## config.mk

```make
export PLATFORM = sky130hd
export DESIGN_NAME = mem_bus_arbiter
export DESIGN_NICKNAME = d
export VERILOG_FILES = /design/src/rtl/mem_arb_pkg.sv /design/src/rtl/mem_arb_pick.sv /design/src/rtl/mem_bus_arbiter.sv
export SDC_FILE = /design/constraint.sdc
export NUM_CORES = 1
export LEC_CHECK = 0
export ABC_CLOCK_PERIOD_IN_PS = 1750
export CORE_MARGIN = 8
export CORE_UTILIZATION = 37
export DETAILED_ROUTE_END_ITERATION = 7
export GPL_ROUTABILITY_DRIVEN = 0
export PLACE_DENSITY = 0.76
export SLEW_MARGIN = 20
export SYNTH_ARGS = -nofsm -noshare
export SYNTH_HDL_FRONTEND = slang
export SYNTH_SLANG_ARGS = --single-unit
export TNS_END_PERCENT = 50
```

## constraint.sdc

```tcl
create_clock -name CLK -period 1.75 [get_ports CLK]
set_input_delay 0.35 -clock CLK [delete_from_list [all_inputs] [get_ports CLK]]
set_output_delay 0.35 -clock CLK [all_outputs]
set_load 0.05 [all_outputs]
```

## src/rtl/mem_arb_pkg.sv

```systemverilog
// Shared state, grant encoding and counter width for the memory bus arbiter.
package mem_arb_pkg;

  localparam int unsigned WAIT_CNT_W = 4;

  typedef enum logic [1:0] {
    IDLE = 2'd0,
    BUSY = 2'd1,
    DONE = 2'd2
  } state_e;

  localparam logic [1:0] GNT_NONE = 2'b00;
  localparam logic [1:0] GNT_PROG = 2'b01;
  localparam logic [1:0] GNT_DATA = 2'b10;

endpackage

```

## src/rtl/mem_arb_pick.sv

```systemverilog
// Combinational winner selection between fetch and data requests.
// MEM_ARB_ROUND_ROBIN_EN switches the tie-break from fixed data priority to alternating.
module mem_arb_pick
  import mem_arb_pkg::*;
(
  input  logic       req_prog_i,
  input  logic       req_data_i,
  input  logic [1:0] mask_i,
  input  logic [1:0] last_grant_i,
  output logic [1:0] gnt_c_o
);

  logic       req_p_c;
  logic       req_d_c;
  logic [1:0] tie_c;

`ifdef MEM_ARB_ROUND_ROBIN_EN
  // Port not served last wins a tie.
  assign tie_c = (last_grant_i == GNT_DATA) ? GNT_PROG : GNT_DATA;
`else
  logic unused_last_grant;
  assign unused_last_grant = ^last_grant_i;
  assign tie_c             = GNT_DATA;
`endif

  always_comb begin
    req_p_c = req_prog_i & (mask_i != GNT_PROG);
    req_d_c = req_data_i & (mask_i != GNT_DATA);
    gnt_c_o = GNT_NONE;
    if (req_p_c && req_d_c) begin
      gnt_c_o = tie_c;
    end else if (req_d_c) begin
      gnt_c_o = GNT_DATA;
    end else if (req_p_c) begin
      gnt_c_o = GNT_PROG;
    end
  end

endmodule

```

## src/rtl/mem_bus_arbiter.sv

```systemverilog
// Serialises CPU fetch and data accesses onto one single-port memory with WAIT_STATES latency.
// Optional MEM_ARB_ROUND_ROBIN_EN: alternate grants when both ports are pending.
module mem_bus_arbiter
  import mem_arb_pkg::*;
#(
  parameter int unsigned ADDR_W      = 32,
  parameter int unsigned DATA_W      = 32,
  parameter int unsigned WAIT_STATES = 1
) (
  input  logic              CLK,
  input  logic              Reset_n,
  input  logic              CS_P,
  input  logic [ADDR_W-1:0] ADDR_Prog,
  output logic [DATA_W-1:0] Prog_BUS_READ,
  output logic              Prog_READY,
  input  logic              CS,
  input  logic              WE,
  input  logic [ADDR_W-1:0] ADDR,
  input  logic [DATA_W-1:0] Data_BUS_WRITE,
  output logic [DATA_W-1:0] Data_BUS_READ,
  output logic              Data_READY,
  output logic              MEM_CS,
  output logic              MEM_WE,
  output logic [ADDR_W-1:0] MEM_ADDR,
  output logic [DATA_W-1:0] MEM_WDATA,
  input  logic [DATA_W-1:0] MEM_RDATA
);

  localparam logic [WAIT_CNT_W-1:0] LAST_CNT = WAIT_CNT_W'(WAIT_STATES);

  state_e                state_q, state_d;
  logic [WAIT_CNT_W-1:0] cnt_q, cnt_d;
  logic [1:0]            owner_q, owner_d;
  logic                  we_q, we_d;
  logic [ADDR_W-1:0]     addr_q, addr_d;
  logic [DATA_W-1:0]     wdata_q, wdata_d;
  logic [DATA_W-1:0]     prog_rd_q, prog_rd_d;
  logic [DATA_W-1:0]     data_rd_q, data_rd_d;
  logic                  prog_rdy_q, prog_rdy_d;
  logic                  data_rdy_q, data_rdy_d;
  logic                  mem_cs_q, mem_cs_d;
  logic                  mem_we_q, mem_we_d;

  logic [1:0]            mask_c;
  logic [1:0]            gnt_c;
  logic [1:0]            last_grant_c;
  logic                  arb_en_c;

  assign arb_en_c = (state_q == IDLE) || (state_q == DONE);
  // The port just served still holds its CS during DONE, so hide it.
  assign mask_c   = (state_q == DONE) ? owner_q : GNT_NONE;

`ifdef MEM_ARB_ROUND_ROBIN_EN
  logic [1:0] last_grant_q;

  always_ff @(posedge CLK or negedge Reset_n) begin
    if (!Reset_n) begin
      last_grant_q <= GNT_PROG;
    end else if (arb_en_c && (gnt_c != GNT_NONE)) begin
      last_grant_q <= gnt_c;
    end
  end

  assign last_grant_c = last_grant_q;
`else
  assign last_grant_c = GNT_PROG;
`endif

  mem_arb_pick u_pick (
    .req_prog_i   (CS_P),
    .req_data_i   (CS),
    .mask_i       (mask_c),
    .last_grant_i (last_grant_c),
    .gnt_c_o      (gnt_c)
  );

  // State and datapath registers.
  always_ff @(posedge CLK or negedge Reset_n) begin
    if (!Reset_n) begin
      state_q    <= IDLE;
      cnt_q      <= '0;
      owner_q    <= GNT_NONE;
      we_q       <= 1'b0;
      addr_q     <= '0;
      wdata_q    <= '0;
      prog_rd_q  <= '0;
      data_rd_q  <= '0;
      prog_rdy_q <= 1'b0;
      data_rdy_q <= 1'b0;
      mem_cs_q   <= 1'b0;
      mem_we_q   <= 1'b0;
    end else begin
      state_q    <= state_d;
      cnt_q      <= cnt_d;
      owner_q    <= owner_d;
      we_q       <= we_d;
      addr_q     <= addr_d;
      wdata_q    <= wdata_d;
      prog_rd_q  <= prog_rd_d;
      data_rd_q  <= data_rd_d;
      prog_rdy_q <= prog_rdy_d;
      data_rdy_q <= data_rdy_d;
      mem_cs_q   <= mem_cs_d;
      mem_we_q   <= mem_we_d;
    end
  end

  // Next state; memory strobes and READY are computed one cycle ahead so they leave flops.
  always_comb begin
    state_d    = state_q;
    cnt_d      = cnt_q;
    owner_d    = owner_q;
    we_d       = we_q;
    addr_d     = addr_q;
    wdata_d    = wdata_q;
    prog_rd_d  = prog_rd_q;
    data_rd_d  = data_rd_q;
    prog_rdy_d = 1'b0;
    data_rdy_d = 1'b0;
    mem_cs_d   = 1'b0;
    mem_we_d   = 1'b0;

    case (state_q)
      IDLE, DONE: begin
        if (gnt_c == GNT_DATA) begin
          owner_d = GNT_DATA;
          we_d    = WE;
          addr_d  = ADDR;
          wdata_d = Data_BUS_WRITE;
        end else if (gnt_c == GNT_PROG) begin
          owner_d = GNT_PROG;
          we_d    = 1'b0;
          addr_d  = ADDR_Prog;
        end
        if (gnt_c != GNT_NONE) begin
          cnt_d    = '0;
          state_d  = BUSY;
          mem_cs_d = 1'b1;
          mem_we_d = (gnt_c == GNT_DATA) & WE;
        end else begin
          state_d = IDLE;
        end
      end
      BUSY: begin
        cnt_d = cnt_q + WAIT_CNT_W'(1);
        if (cnt_q == LAST_CNT) begin
          state_d = DONE;
          if (owner_q == GNT_PROG) begin
            prog_rd_d  = MEM_RDATA;
            prog_rdy_d = 1'b1;
          end else begin
            data_rdy_d = 1'b1;
            if (!we_q) begin
              data_rd_d = MEM_RDATA;
            end
          end
        end else begin
          mem_cs_d = 1'b1;
          mem_we_d = we_q;
        end
      end
      default: state_d = IDLE;
    endcase
  end

  assign Prog_BUS_READ = prog_rd_q;
  assign Prog_READY    = prog_rdy_q;
  assign Data_BUS_READ = data_rd_q;
  assign Data_READY    = data_rdy_q;
  assign MEM_CS        = mem_cs_q;
  assign MEM_WE        = mem_we_q;
  assign MEM_ADDR      = addr_q;
  assign MEM_WDATA     = wdata_q;

endmodule

```

==> results summary <==
The netlist area before placement came out at 5730 sq um. The post-synthesis cell type count is 31. The switching power of the nets is approximately 10 mW. The clock buffer count from CTS came out at 17. The first global-routing pass estimated 25.1 mm of wire. In the synthesized netlist, the cells that appear most often are sky130_fd_sc_hd__mux2_2 (154), sky130_fd_sc_hd__dfrtp_1 (141), sky130_fd_sc_hd__buf_2 (9), sky130_fd_sc_hd__inv_1 (6), sky130_fd_sc_hd__mux2_1 (6).

Timing would allow up to 551 MHz. The aggregate global-route resource usage came out at 16.2%. The final reports fail on negative setup slack. In this run switching power makes up 45.5% of total power. The final non-filler cell area is 9220 sq um.

The top cell type by area accounts for 61.6% of the synthesized area. The post-placement cell area came out at approximately 8400 sq um. The worst setup slack after layout is -64.9 ps. The proportion of power drawn by combinational gates came out at 55.5%. The total via count in the routed design is between 4000 and 5000. The async set or reset register ratio after synthesis is 100%. Summed over all cells, the static leakage comes to a little over 4 nW. The die area came out at around 20000 sq um. The initial antenna violation count is 0. The ratio of final minimum period to clock period came out at 104%.

The initial detailed-routing violation count is 90. The portion of total power attributed to the clock network came out at between 15 and 20%. Once the floorplan was initialized, standard cells occupied a little under two fifths of the core. The flow ran to the end, but the final reports show violations. The chip width came out at 140 um. The wire length the detailed router placed on met1 is approximately 6.2 mm. The total iterations of the first detailed-routing run came out at 4. Synthesis inferred 141 register bits. The most common cell in the synthesized netlist is sky130_fd_sc_hd__mux2_2. In this run the worst path has a maximum fanout of 8. TritonCTS built the clock tree. The type of the most critical hold path is in2async. The library cell contributing the largest single delay on the critical path is sky130_fd_sc_hd__dfrtp_1.

The number of nets in the final layout came out at 784. STA classifies the critical path endpoint as a register. Clock-pin slew was measured on the worst setup and hold paths at 60 ps. The boundary pin count is 265.

The wire-length estimate of the detail-placed layout is 12.1 mm. For this run, the leading register cell type out of synthesis is sky130_fd_sc_hd__dfrtp_1. The via-per-instance ratio is 4.76. Counting every sink on the clock net gives 141.

The count of max-cap constraint violations is 0. STA classifies the critical path startpoint as a register. After global routing the overflow that remains totals 0. The sequential share of the synthesized area is 61.6%. The maximum number of buffers from clock root to sink came out at 2. The worst setup path is of the reg2reg kind.

The power density over the cells came out at 2390 nW/um^2. Data on the critical path arrives at its endpoint at 2110 ps. The required time reported for the critical path endpoint is 2040 ps. The final-report hold violation count is 0. In this run the remaining antenna-violating nets after routing total 0. Ranked by total cell area, the synthesized netlist is headed by sky130_fd_sc_hd__dfrtp_1 (62%), sky130_fd_sc_hd__mux2_2 (30%), sky130_fd_sc_hd__mux2_1 (1.2%), sky130_fd_sc_hd__buf_2 (0.79%), sky130_fd_sc_hd__buf_4 (0.66%). The cell at the root of the clock tree is sky130_fd_sc_hd__clkbuf_16. The synthesized net count is slightly below 500. Setup repair after global routing could not meet its margin everywhere. The number of antenna cells inserted is 0.

The measured slew at the worst slew-check pin came out at about 420 ps. The total DRC errors in the routed layout came out at 0. The number of max-slew violations in the final report is 0. The number of warnings printed during yosys synthesis is 0. The floorplan has between 40 and 50 rows.

The minimum hold slack came out at 426 ps. The origin of the critical flop-to-flop path is cnt_q[1]. The clock network latency to the later pin of the worst-skew pair came out at ~410 ps. The share of post-route cells with drive strength above 1 came out at a little over half. The number of synthesized flops with an enable pin is 0. The detailed-routed wire length on met2 is 8.29 mm. The launching element of the worst setup path is cnt_q[1].

The longest individual stage delay on the worst path came out at 390 ps. The average detailed-routed wire length per instance is approximately 19 um. The biggest area contributor in the post-synthesis netlist is sky130_fd_sc_hd__dfrtp_1. The worst-case IR drop observed on VDD is 0.00127 V. The share of power burned in registers came out at 26.8%.

The area growth from synthesis to layout is 60.9%. The worst reg-to-reg path cell count is 8. The final total power came out at 22.0 mW. The worst clock skew on the final layout is 4.89 ps. The placeable core area is around 15000 sq um. Summed over all nets, wire length on met3 after detailed routing comes to 1.30 mm. Setup violations remaining at the end of the flow were counted as 32. The post-synthesis cell count is 361. The number of buffers inserted by port buffering is 264. The signal on the critical path passes through inv_2 > ha_4 > nor3b_4 > nand2_2 > nor3_4 > buf_12 > clkbuf_16 > mux2_2. The minimum period implied by the final worst setup slack came out at ~1800 ps. The die is around 140 um tall. The mean cell area of the mapped netlist came out at around 16 sq um. The final wirelength came out at 16.2 mm. The largest net degree at the start of global routing is 42. The number of H-tree branching levels came out at 4. The internal power contribution is 12.0 mW. The highest routed metal layer is met4. The via count of the first global-routing pass came out at 4697. The relative max-transition margin is between 70 and 80%.
[registers in the layout, summed over array words and instances (netlist names)]
name,flops
Data_BUS_READ,32
MEM_CS,1
Data_READY,1
state_q,2
cnt_q,4
we_q,1
MEM_WE,1
Prog_READY,1
owner_q,2
MEM_ADDR,32
MEM_WDATA,32
Prog_BUS_READ,32
[final cells by class]
class                      count  area [sq um]
clock buffer                  21           450
clock inverter                10           188
fill                        1166          5930
inverter                       6          22.5
multi-input combinational    196          2160
sequential                   141          3530
tap                          188           235
timing repair buffer         287          2640
[logic make-up after synthesis]
kind of cell | Yosys count | share of synthesized area (%)
adder cells (fa/ha/maj) | 2 | 0.437
multiplexers | 160 | 31.4
XOR/XNOR | 1 | 0.153
buffers and inverters | 24 | 2.49
AO/OA/AOI/OAI | 12 | 1.46
flip-flops | 141 | 61.6
AND/OR/NAND/NOR | 21 | 2.45
[critical path, delay by kind of cell, from the launching register on]
| family | cells | cell delay [ps] |
|---|---|---|
| adders and majority gates | 1 | 110 |
| buffers and inverters | 3 | 380 |
| muxes | 1 | 330 |
| and+or+nand+nor | 3 | 470 |
| DFF | 1 | 390 |
[repair_timing]
action                     CTS  global route
setup endpoints to repair   34            92
cloned                       0             3
hold endpoints to repair    37             0
gates resized for setup      1            22
hold buffers                 1             0
setup buffers                0             1
[power groups by stage]
stage / combinational (mW) / clock, mW / sequential, mW
finish: 12.2 / 3.89 / 5.90
global route: 12.8 / 4.15 / 6.10
CTS: 12.0 / 3.99 / 5.89
detailed placement: 12.0 / 0 / 5.92
global placement: 11.8 / 0 / 5.83
floorplan: 2.60 / 0 / 11.3
[placed cells by master (no fill, tap or decap), types with 3 or more instances in the layout]
cell type                         netlist  final
sky130_fd_sc_hd__nand2_1                3      3
sky130_fd_sc_hd__clkbuf_16              0     19
sky130_fd_sc_hd__clkbuf_1               1      3
sky130_fd_sc_hd__clkdlybuf4s50_1        0    131
sky130_fd_sc_hd__mux2_1                 6      6
sky130_fd_sc_hd__bufinv_16              0      5
sky130_fd_sc_hd__dfrtp_1              141    141
sky130_fd_sc_hd__buf_4                  5    142
sky130_fd_sc_hd__nor2_1                 3      3
sky130_fd_sc_hd__mux2_2               154    135
sky130_fd_sc_hd__mux2_4                 0     19
sky130_fd_sc_hd__nand3b_1               3      3
sky130_fd_sc_hd__buf_12                 0      9
sky130_fd_sc_hd__inv_1                  6      5
[final timing paths]
kind	to	slack [ps]
min reg2reg	Data_BUS_READ[2]	500
min in group CLK	Data_BUS_READ[2]	500
max reg2reg	Data_BUS_READ[24]	-60
max in group asynchronous	MEM_ADDR[8]	690
max	Data_BUS_READ[24]	-60
min	Data_BUS_READ[27]	430
[metal layers]
metal	GRT usage, %	vias up
li1	-	1860
met1	17.1	1995
met2	28.0	160
met3	6.59	24
met4	6.73	0
met5	0	-
[metrics by stage]
stage,utilization (%),std cells,worst slack (ps),TNS (ps)
after floorplan,-,361,14.4,0
after global placement,55.5,813,-168,-5700
after detailed placement,55.5,813,-181,-6570
after CTS,59.8,845,-34.3,-699
after global routing,60.9,849,-175,-7220
final,60.9,849,-64.9,-1220
(Power assumes the default switching activity.)
